===== src/rtl/crt_tint_mapper.sv =====
// CPC video colour mapper: 2-stage pixel pipeline with colour/green/amber/grey monitor modes.
// Optional scanline dimming is built when the macro SCANLINE_DIM_EN is defined.
module crt_tint_mapper #(
  parameter int CW         = 3,
  parameter int RESET_MODE = 0,
  parameter int IMMEDIATE  = 0
) (
  input  logic          clk,
  input  logic          rst,
  input  logic          pix_en,
  input  logic [CW-1:0] ri,
  input  logic [CW-1:0] gi,
  input  logic [CW-1:0] bi,
  input  logic          hsync_n_i,
  input  logic          vsync_n_i,
  input  logic          blank_i,
  input  logic          mono_force,
  input  logic          mode_cycle,
  input  logic          mode_load,
  input  logic [1:0]    mode_val,
  input  logic          scan_dim_on,
  output logic [CW-1:0] ro,
  output logic [CW-1:0] go,
  output logic [CW-1:0] bo,
  output logic          hsync_n_o,
  output logic          vsync_n_o,
  output logic          blank_o,
  output logic [1:0]    mode_o,
  output logic          mode_pending
);

  localparam int SW = CW + 4;
  localparam logic [1:0] MODE_COLOUR = 2'd0;
  localparam logic [1:0] MODE_GREEN  = 2'd1;
  localparam logic [1:0] MODE_AMBER  = 2'd2;
  localparam logic [1:0] MODE_GREY   = 2'd3;
  localparam logic [1:0] MODE_RESET  = 2'(RESET_MODE);

  logic [1:0] req_mode, act_mode, req_next, act_next, eff_mode;
  logic       cyc_prev, vs_prev, cyc_rise, vs_fall;

  assign cyc_rise = mode_cycle & ~cyc_prev;
  assign vs_fall  = pix_en & vs_prev & ~vsync_n_i;

  // A load in the same clk as a cycle edge wins and swallows the edge.
  always_comb begin
    req_next = req_mode;
    if (mode_load)
      req_next = mode_val;
    else if (cyc_rise)
      req_next = req_mode + 2'd1;
  end

  always_comb begin
    act_next = act_mode;
    if (IMMEDIATE != 0 || vs_fall)
      act_next = req_mode;
  end

  always_ff @(posedge clk) begin
    if (rst) begin
      req_mode     <= MODE_RESET;
      act_mode     <= MODE_RESET;
      cyc_prev     <= 1'b0;
      vs_prev      <= 1'b0;
      mode_pending <= 1'b0;
    end else begin
      req_mode     <= req_next;
      act_mode     <= act_next;
      cyc_prev     <= mode_cycle;
      if (pix_en)
        vs_prev <= vsync_n_i;
      mode_pending <= (req_next != act_next);
    end
  end

  assign eff_mode = (act_mode == MODE_COLOUR && mono_force) ? MODE_GREEN : act_mode;
  assign mode_o   = eff_mode;

  // Luma weights 5/9/2 sum to 16, so the shifted sum always fits in CW bits.
  logic [SW-1:0] luma_sum;
  logic [CW-1:0] y_next;

  always_comb begin
    luma_sum = ({4'b0, ri} << 2) + {4'b0, ri}
             + ({4'b0, gi} << 3) + {4'b0, gi}
             + ({4'b0, bi} << 1);
    y_next   = CW'(luma_sum >> 4);
  end

  logic [CW-1:0] r1, g1, b1, y1;
  logic          hs1, vs1, bl1, par1;

`ifdef SCANLINE_DIM_EN
  logic hs_prev, parity, parity_next;

  // Vsync restarts the line count; the pixel on the hsync edge belongs to the new line.
  always_comb begin
    parity_next = parity;
    if (pix_en && vs_fall)
      parity_next = 1'b0;
    else if (pix_en && hsync_n_i && !hs_prev)
      parity_next = ~parity;
  end

  always_ff @(posedge clk) begin
    if (rst) begin
      hs_prev <= 1'b0;
      parity  <= 1'b0;
    end else if (pix_en) begin
      hs_prev <= hsync_n_i;
      parity  <= parity_next;
    end
  end
`else
  logic parity_next;
  logic unused_scan_dim;
  assign parity_next     = 1'b0;
  assign unused_scan_dim = scan_dim_on;
`endif

  always_ff @(posedge clk) begin
    if (rst) begin
      r1   <= '0;
      g1   <= '0;
      b1   <= '0;
      y1   <= '0;
      hs1  <= 1'b1;
      vs1  <= 1'b1;
      bl1  <= 1'b1;
      par1 <= 1'b0;
    end else if (pix_en) begin
      r1   <= ri;
      g1   <= gi;
      b1   <= bi;
      y1   <= y_next;
      hs1  <= hsync_n_i;
      vs1  <= vsync_n_i;
      bl1  <= blank_i;
      par1 <= parity_next;
    end
  end

  logic [CW-1:0] map_r, map_g, map_b;

  // Tint mapping, then optional scanline dim, then blank forces black.
  always_comb begin
    map_r = r1;
    map_g = g1;
    map_b = b1;
    case (eff_mode)
      MODE_GREEN: begin
        map_r = y1 >> 2;
        map_g = y1;
        map_b = y1 >> 3;
      end
      MODE_AMBER: begin
        map_r = y1;
        map_g = y1 - (y1 >> 2);
        map_b = '0;
      end
      MODE_GREY: begin
        map_r = y1;
        map_g = y1;
        map_b = y1;
      end
      default: ;
    endcase
`ifdef SCANLINE_DIM_EN
    if (scan_dim_on && par1) begin
      map_r = map_r >> 1;
      map_g = map_g >> 1;
      map_b = map_b >> 1;
    end
`else
    if (par1) begin
      map_r = map_r >> 1;
      map_g = map_g >> 1;
      map_b = map_b >> 1;
    end
`endif
    if (bl1) begin
      map_r = '0;
      map_g = '0;
      map_b = '0;
    end
  end

  always_ff @(posedge clk) begin
    if (rst) begin
      ro        <= '0;
      go        <= '0;
      bo        <= '0;
      hsync_n_o <= 1'b1;
      vsync_n_o <= 1'b1;
      blank_o   <= 1'b1;
    end else if (pix_en) begin
      ro        <= map_r;
      go        <= map_g;
      bo        <= map_b;
      hsync_n_o <= hs1;
      vsync_n_o <= vs1;
      blank_o   <= bl1;
    end
  end

endmodule


===== config.mk =====
export PLATFORM = sky130hd
export DESIGN_NAME = crt_tint_mapper
export DESIGN_NICKNAME = d
export VERILOG_FILES = /design/src/rtl/crt_tint_mapper.sv
export SDC_FILE = /design/constraint.sdc
export NUM_CORES = 1
export LEC_CHECK = 0
export CAP_MARGIN = 30
export CORE_ASPECT_RATIO = 0.6
export CORE_MARGIN = 5
export CORE_UTILIZATION = 54
export CTS_CLUSTER_DIAMETER = 100
export DETAILED_ROUTE_END_ITERATION = 10
export PLACE_DENSITY = 0.95
export SETUP_SLACK_MARGIN = 0.2
export SYNTH_ARGS = -nofsm -noshare
export SYNTH_HDL_FRONTEND = slang
export SYNTH_SLANG_ARGS = --single-unit

===== constraint.sdc =====
create_clock -name clk -period 4.1 [get_ports clk]
set_clock_uncertainty 0.15 [all_clocks]
set_input_delay 0.615 -clock clk [delete_from_list [all_inputs] [get_ports clk]]
set_output_delay 0.615 -clock clk [all_outputs]
set_load 0.01 [all_outputs]

==> results of run 1 <==
==> state kept, by name, indices dropped and copies added, names as in the netlist <==
| register | flops |
|---|---|
| act_mode | 2 |
| b1 | 3 |
| bl1 | 1 |
| blank_o | 1 |
| bo | 3 |
| cyc_prev | 1 |
| g1 | 3 |
| go | 3 |
| hs1 | 1 |
| hsync_n_o | 1 |
| mode_pending | 1 |
| r1 | 3 |
| req_mode | 2 |
| ro | 3 |
| vs1 | 1 |
| vs_prev | 1 |
| vsync_n_o | 1 |
| y1 | 3 |
==> cells in the mapped netlist <==
cell       count
a211o_1        2
fa_1           4
a221o_1        1
xor2_1         2
mux2_4         1
a32o_1         3
ha_1           9
xnor2_1        1
nand3b_1       2
nand2b_1      10
nor3b_1        2
o221ai_1       2
a31oi_1        2
nor4b_1        1
or3_1          1
nand4_1        1
o211ai_2       1
dfxtp_1       34
inv_1         17
nor3_1         1
o21ai_0        4
o2111ai_1      1
buf_1          1
nand2_1        6
clkbuf_1       3
a221oi_2       1
and3_1         2
nor2_1        20
or4_1          1
nor2b_1       10
a21oi_1       13
o22ai_1        2
buf_2          5
o311a_1        1
and3b_1        1
nand3_1        1
and2_1         2
mux2i_1       17
a22o_1         2
==> through the flow <==
| step | worst slack [ns] | cell area (sq um) | instances | hold WS [ns] | util |
|---|---|---|---|---|---|
| 6_report | 0.865 | 2240 | 270 | 0.319 | 0.701 |
| 5_1_grt | 0.787 | 2240 | 270 | 0.345 | 0.701 |
| 4_1_cts | 0.856 | 2240 | 270 | 0.321 | 0.701 |
| 3_5_place_dp | 0.571 | 2130 | 262 | 0.309 | 0.666 |
| 3_3_place_gp | 0.641 | 2130 | 262 | 0.309 | 0.666 |
| 2_1_floorplan | 1.25 | 1760 | 190 | 0.291 | - |
==> power by group through the flow <==
stage | Clock, uW | Combinational (uW) | Sequential (uW)
after floorplan | 0 | 94.0 | 367
after global placement | 0 | 138 | 370
after detailed placement | 0 | 145 | 370
after CTS | 298 | 147 | 363
after global routing | 314 | 163 | 365
final | 295 | 146 | 363
==> worst max-delay path by stage <==
stage	from	endpoint	slack [ns]	depth (start not counted)
2_1_floorplan	ri[0]	y1[1]	1.25	9
3_3_place_gp	ri[0]	y1[1]	0.64	10
3_5_place_dp	ri[1]	y1[1]	0.57	10
4_1_cts	ri[1]	y1[1]	0.86	10
5_1_grt	ri[1]	y1[1]	0.79	10
6_report	ri[1]	y1[1]	0.86	10
==> cell families (layout without fill, tap and decap cells) <==
family                     after synthesis  after routing  synth area share
AOI/OAI and AO/OA                       35             35             0.141
xor gates and xnor gates                 3              3            0.0149
adders and majority gates               13             13             0.109
buffers and inverters                   26             61            0.0589
DFF                                     34             34             0.386
muxes                                   18             18             0.105
and+or+nand+nor                         61             61             0.185
==> placed cells by master, fill, tap and decap left out, drive strengths merged, types with 3 or more instances in the layout <==
master	netlist	routed
a21oi	13	13
a32o	3	3
clkbuf	3	8
clkdlybuf4s50	0	34
dfxtp	34	34
fa	4	4
ha	9	9
inv	17	17
mux2i	17	17
nand2	6	6
nand2b	10	10
nor2	20	20
nor2b	10	10
o21ai	4	4
==> metal layers <==
metal	wire length, um	part of all wire	vias to the layer above
met5	0	0	-
met4	78	0.020	0
met3	236	0.061	7
met2	1600	0.42	35
met1	1940	0.50	671
li1	-	-	726
==> tightest hold or removal path: cells and delay by family, from the launching register on <==
kind,cells,cell delay (ns)
AO/OA/AOI/OAI,1,0.05
flip-flops,1,0.31
AND/OR/NAND/NOR,1,0.06
==> area by class of cell <==
| type | count | area (sq um) | area share |
|---|---|---|---|
| well taps | 45 | 56.3 | 0.0251 |
| repair buffers | 36 | 355 | 0.158 |
| flip-flops and latches | 34 | 681 | 0.303 |
| multi-input cells | 130 | 978 | 0.436 |
| inverters | 17 | 63.8 | 0.0284 |
| clock buffers | 8 | 110 | 0.0491 |
==> impl_metrics.yaml, run 1 <==
worst_hold_path:
  hold_depth: 2
  min-delay-start: "go[1]"
  hold_end: "go[1]"
  hold_path_class: "reg2reg"
power_and_ir_drop:
  peakVddDrop_uv: 212
  combPwrFrac: 0.182
  p_int_uw: 592
  p_leak_uw: 0.000961
  swShare: 0.265
  fin_total_pwr_uw: 805
  clock_power_share: 0.367
  pwr-share-seq: 0.451
  switchingPower_uw: 213
  power_density_nw_per_um2: 359
grt:
  grt_use_met3: 0.0496
  gr-max-usage-layer: "met2"
  antenna_found_initial: 0
  first_global_vias: 1391
  grtUsageMet2: 0.290
  grt_pass1_wl_um: 6350
  grtUsageTotal: 0.185
  grt_max_degree: 25
  grt_overflow: 0
  use_met1: 0.240
timing:
  timing.final.crit_share: 0.789
  slew_headroom: 0.558
  setup_violations: 0
  fmax_ghz: 0.309
  fin_tns_setup_ns: 0
  hold_violations: 0
  worst_pin_slew_ns: 0.658
  drv_slew: 0
  rsz0062_at_grt: "false"
  fin_crit_ns: 3.24
clock_network:
  postCtsSetupBuffers: 0
  cts-resized-gates: 0
  clk_latency_ns: 0.30
  clkTransAtPathRegs_ns: 0.07
  cts_buffer_depth: 2
  cts_tree: "built"
  cts_max_level: 2
  cts.sinks: 34
  numCtsBuffers: 5
  cts_root_buf: "clkbuf_8"
  postCtsHoldBufs: 0
synth:
  ys_top_cells_by_area: "dfxtp_1 39%, mux2i_1 9.7%, ha_1 6.4%"
  seq_area_frac_synth: 0.386
  synth.cell_area_sq_um: 1760
  synth_cells: 190
  synthesis.nets: 224
  ys_warn_count: 0
  yosysUniqueCellTypes: 39
  avgSynthCellArea_sq_um: 9.28
  yosys.area.top_type_share: 0.386
  ys_ff_latch: 34
  yosysTopAreaCell: "dfxtp_1"
floorplanning:
  dieHeight_um: 54.3
  coreArea_sq_um: 3200
  row_count: 16
  chipWidth_um: 83.8
  die-area_sq_um: 4550
  io_pins: 36
  start_util: 0.550
setup_path:
  critPathBufInv: 3
  setup.worst_path.class: "in2reg"
  path_cells: "clkdlybuf4s50_1 -> inv_1 -> fa_1 -> inv_1 -> ha_1 -> ha_1 -> and3_1 -> a221oi_2 -> xnor2_1 -> o22ai_1"
  r2r-end: "bo[0]"
  cp.arrival_ns: 3.27
  r2r_start: "act_mode[1]"
  slowest_stage: "clkdlybuf4s50_1"
  startpoint_type: "input pin"
  critical_path.max_stage_delay_ns: 0.58
  crit_path_end_kind: "register"
  r2r_slack_ns: 2.43
  required_ns: 4.13
  r2r_cells: 4
  worstPathMaxFanout: 3
  cpLargestDelayFamily: "adder cells"
detailed_routing:
  drt_wl_total_um: 3850
  firstDrtPassIters: 4
  post_drt_wl_per_cell_um: 14.3
  drcViolationCount: 0
  routed-via-count: 1439
  postRouteAntennaNets: 0
  drtIter0Drc: 80
  vias_per_cell: 5.33
layout:
  diodes: 0
  syn_to_final_growth_pct: 27.3
  nNetsFinal: 258
  fill_cells: 248
  drive_above_1_share: 0.0578
place:
  numPortBuffers: 34
  dp_hpwl_um: 2920
  routabilityCongestion: 0.847
flow_run:
  drv_cap: 0
status:
  status: "completed"
Power figures use the tool's default switching activity.
==> inputs of run 2 (changes only) <==
--- a/config.mk
+++ b/config.mk
@@ -8,10 +8,10 @@
 export CAP_MARGIN = 30
 export CORE_ASPECT_RATIO = 0.6
 export CORE_MARGIN = 5
-export CORE_UTILIZATION = 54
+export CORE_UTILIZATION = 46
 export CTS_CLUSTER_DIAMETER = 100
 export DETAILED_ROUTE_END_ITERATION = 10
-export PLACE_DENSITY = 0.95
+export PLACE_DENSITY = 0.88
 export SETUP_SLACK_MARGIN = 0.2
 export SYNTH_ARGS = -nofsm -noshare
 export SYNTH_HDL_FRONTEND = slang
==> constraint.sdc (replaced) <==
create_clock -name clk -period 2.95 [get_ports clk]
set_clock_uncertainty 0.15 [all_clocks]
set_input_delay 0.4425 -clock clk [delete_from_list [all_inputs] [get_ports clk]]
set_output_delay 0.4425 -clock clk [all_outputs]
set_load 0.01 [all_outputs]
==> run 2 against run 1 <==
Net effect: global-route usage down 2.2 points; critical path depth down 1; die area up 15%; total power up 40%; utilization down 5.9 points; first-iteration DRC count up 24%; clock power up 23%; sequential cell count unchanged; critical path type unchanged; critical endpoint unchanged.
==> impl_metrics.yaml, run 2 (synthesis gave the netlist of run 1 again) <==
status:
  status: "completed"
clock_network:
  clk_latency_ns: 0.29
  postCtsHoldBufs: 0
  cts_max_level: 2
  clkTransAtPathRegs_ns: 0.07
  cts_tree: "built"
  cts.sinks: 34
  cts_buffer_depth: 2
  cts_root_buf: "clkbuf_8"
  numCtsBuffers: 5
floorplanning:
  die-area_sq_um: 5210
  chipWidth_um: 89.9
  row_count: 17
  dieHeight_um: 58.0
  io_pins: 36
  start_util: 0.479
  coreArea_sq_um: 3680
power_and_ir_drop:
  p_leak_uw: 0.00103
  peakVddDrop_uv: 299
  power_density_nw_per_um2: 476
setup_path:
  required_ns: 2.97
  r2r_start: "act_mode[1]"
  startpoint_type: "input pin"
  worstPathMaxFanout: 3
  crit_path_end_kind: "register"
  crit_start: "gi[1]"
  cp.arrival_ns: 2.68
  setup.worst_path.class: "in2reg"
grt:
  antenna_found_initial: 0
  grt_max_degree: 30
  grt_pass1_wl_um: 6840
  first_global_vias: 1428
  grtUsageTotal: 0.162
  grt_overflow: 0
timing:
  fmax_ghz: 0.376
  rsz0062_at_grt: "false"
  slew_headroom: 0.522
  fin_crit_ns: 2.66
  worst_pin_slew_ns: 0.711
  timing.final.crit_share: 0.901
  fin_tns_setup_ns: 0
  setup_violations: 0
  drv_slew: 0
  hold_slack_ns: 0.300
  hold_violations: 0
detailed_routing:
  postRouteAntennaNets: 0
  routed-via-count: 1440
  vias_per_cell: 5.09
  post_drt_wl_per_cell_um: 14.2
  drtIter0Drc: 99
  drt_wl_total_um: 4030
  drcViolationCount: 0
  firstDrtPassIters: 4
worst_hold_path:
  hold_path_class: "in2reg"
  min-delay-start: "bi[2]"
layout:
  nNetsFinal: 269
  drive_above_1_share: 0.131
  diodes: 0
  design_area_sq_um: 2360
  layout_common_cells: "34 x dfxtp_1, 28 x clkdlybuf4s50_1, 20 x nor2_1, 17 x mux2i_1, 14 x inv_1"
  finish.utilization: 0.642
  layout_commonest_cell: "dfxtp_1"
  fill_cells: 295
  syn_to_final_growth_pct: 33.9
flow_run:
  drv_cap: 0
place:
  dp_hpwl_um: 2980
  routabilityCongestion: 0.846
  place_area_sq_um: 2210
  numPortBuffers: 34
## run 2: cell count changes in the layout (fill, tap and decap cells not counted), sizes merged
cell           delta
clkinv            +1
clkdlybuf4s50     -6
buf              +11
clkbuf            -1
dlymetal6s2s      +3
dlygate4sd2       +3
## run 2: final timing paths
path	endpoint	slack (ns)	cells past startpoint
hold reg to reg	go[0]	0.32	2
setup reg to reg	go[2]	1.19	4
hold / removal	b1[2]	0.30	3
setup / recovery	y1[1]	0.29	9
## run 2: worst max-delay path, stage by stage
cell and delay [ns]:
clkdlybuf4s50_1 0.46, buf_4 0.17, ha_1 0.27, ha_1 0.31, ha_1 0.32, buf_4 0.15
a221oi_4 0.32, xnor2_1 0.15, o22ai_1 0.09
## run 2: routing by layer
| metal | track usage | vias to the layer above | wire length, um |
|---|---|---|---|
| met1 | 0.231 | 654 | 2170 |
| met2 | 0.221 | 33 | 1570 |
| met5 | 0 | - | 0 |
| li1 | - | 746 | - |
| met4 | 0.0658 | 0 | 57 |
| met3 | 0.0584 | 7 | 228 |
## run 2: per-stage QoR
step	total power, uW	cells	setup WS (ns)
finish	1120	283	0.292
global route	1190	283	0.220
CTS	1120	283	0.208
detailed placement	736	274	-0.352
global placement	727	274	-0.290
floorplan	641	190	0.269
## run 2: cell type report
class / instances / area [sq um] / area share
multi-input combinational: 130 / 1020 / 0.434
sequential: 34 / 681 / 0.288
timing repair buffer: 47 / 442 / 0.187
clock buffer: 7 / 86.3 / 0.0366
inverter: 17 / 63.8 / 0.0270
tap: 47 / 58.8 / 0.0249
clock inverter: 1 / 5.00 / 0.00212
## run 2: repair_timing
action                                  in CTS  in global routing
pin swaps                                    4                  0
resized for setup                            9                  6
endpoints found under the setup margin       2                  2
cloned                                       0                  0
setup buffers                                1                  0
## run 2: report_power, final
group	leakage (uW)	internal, uW	total [uW]	switching (uW)
clock network	0.0000482	188	362	174
logic	0.000703	141	258	117
registers	0.000279	484	504	20.6
total	0.00103	813	1120	312
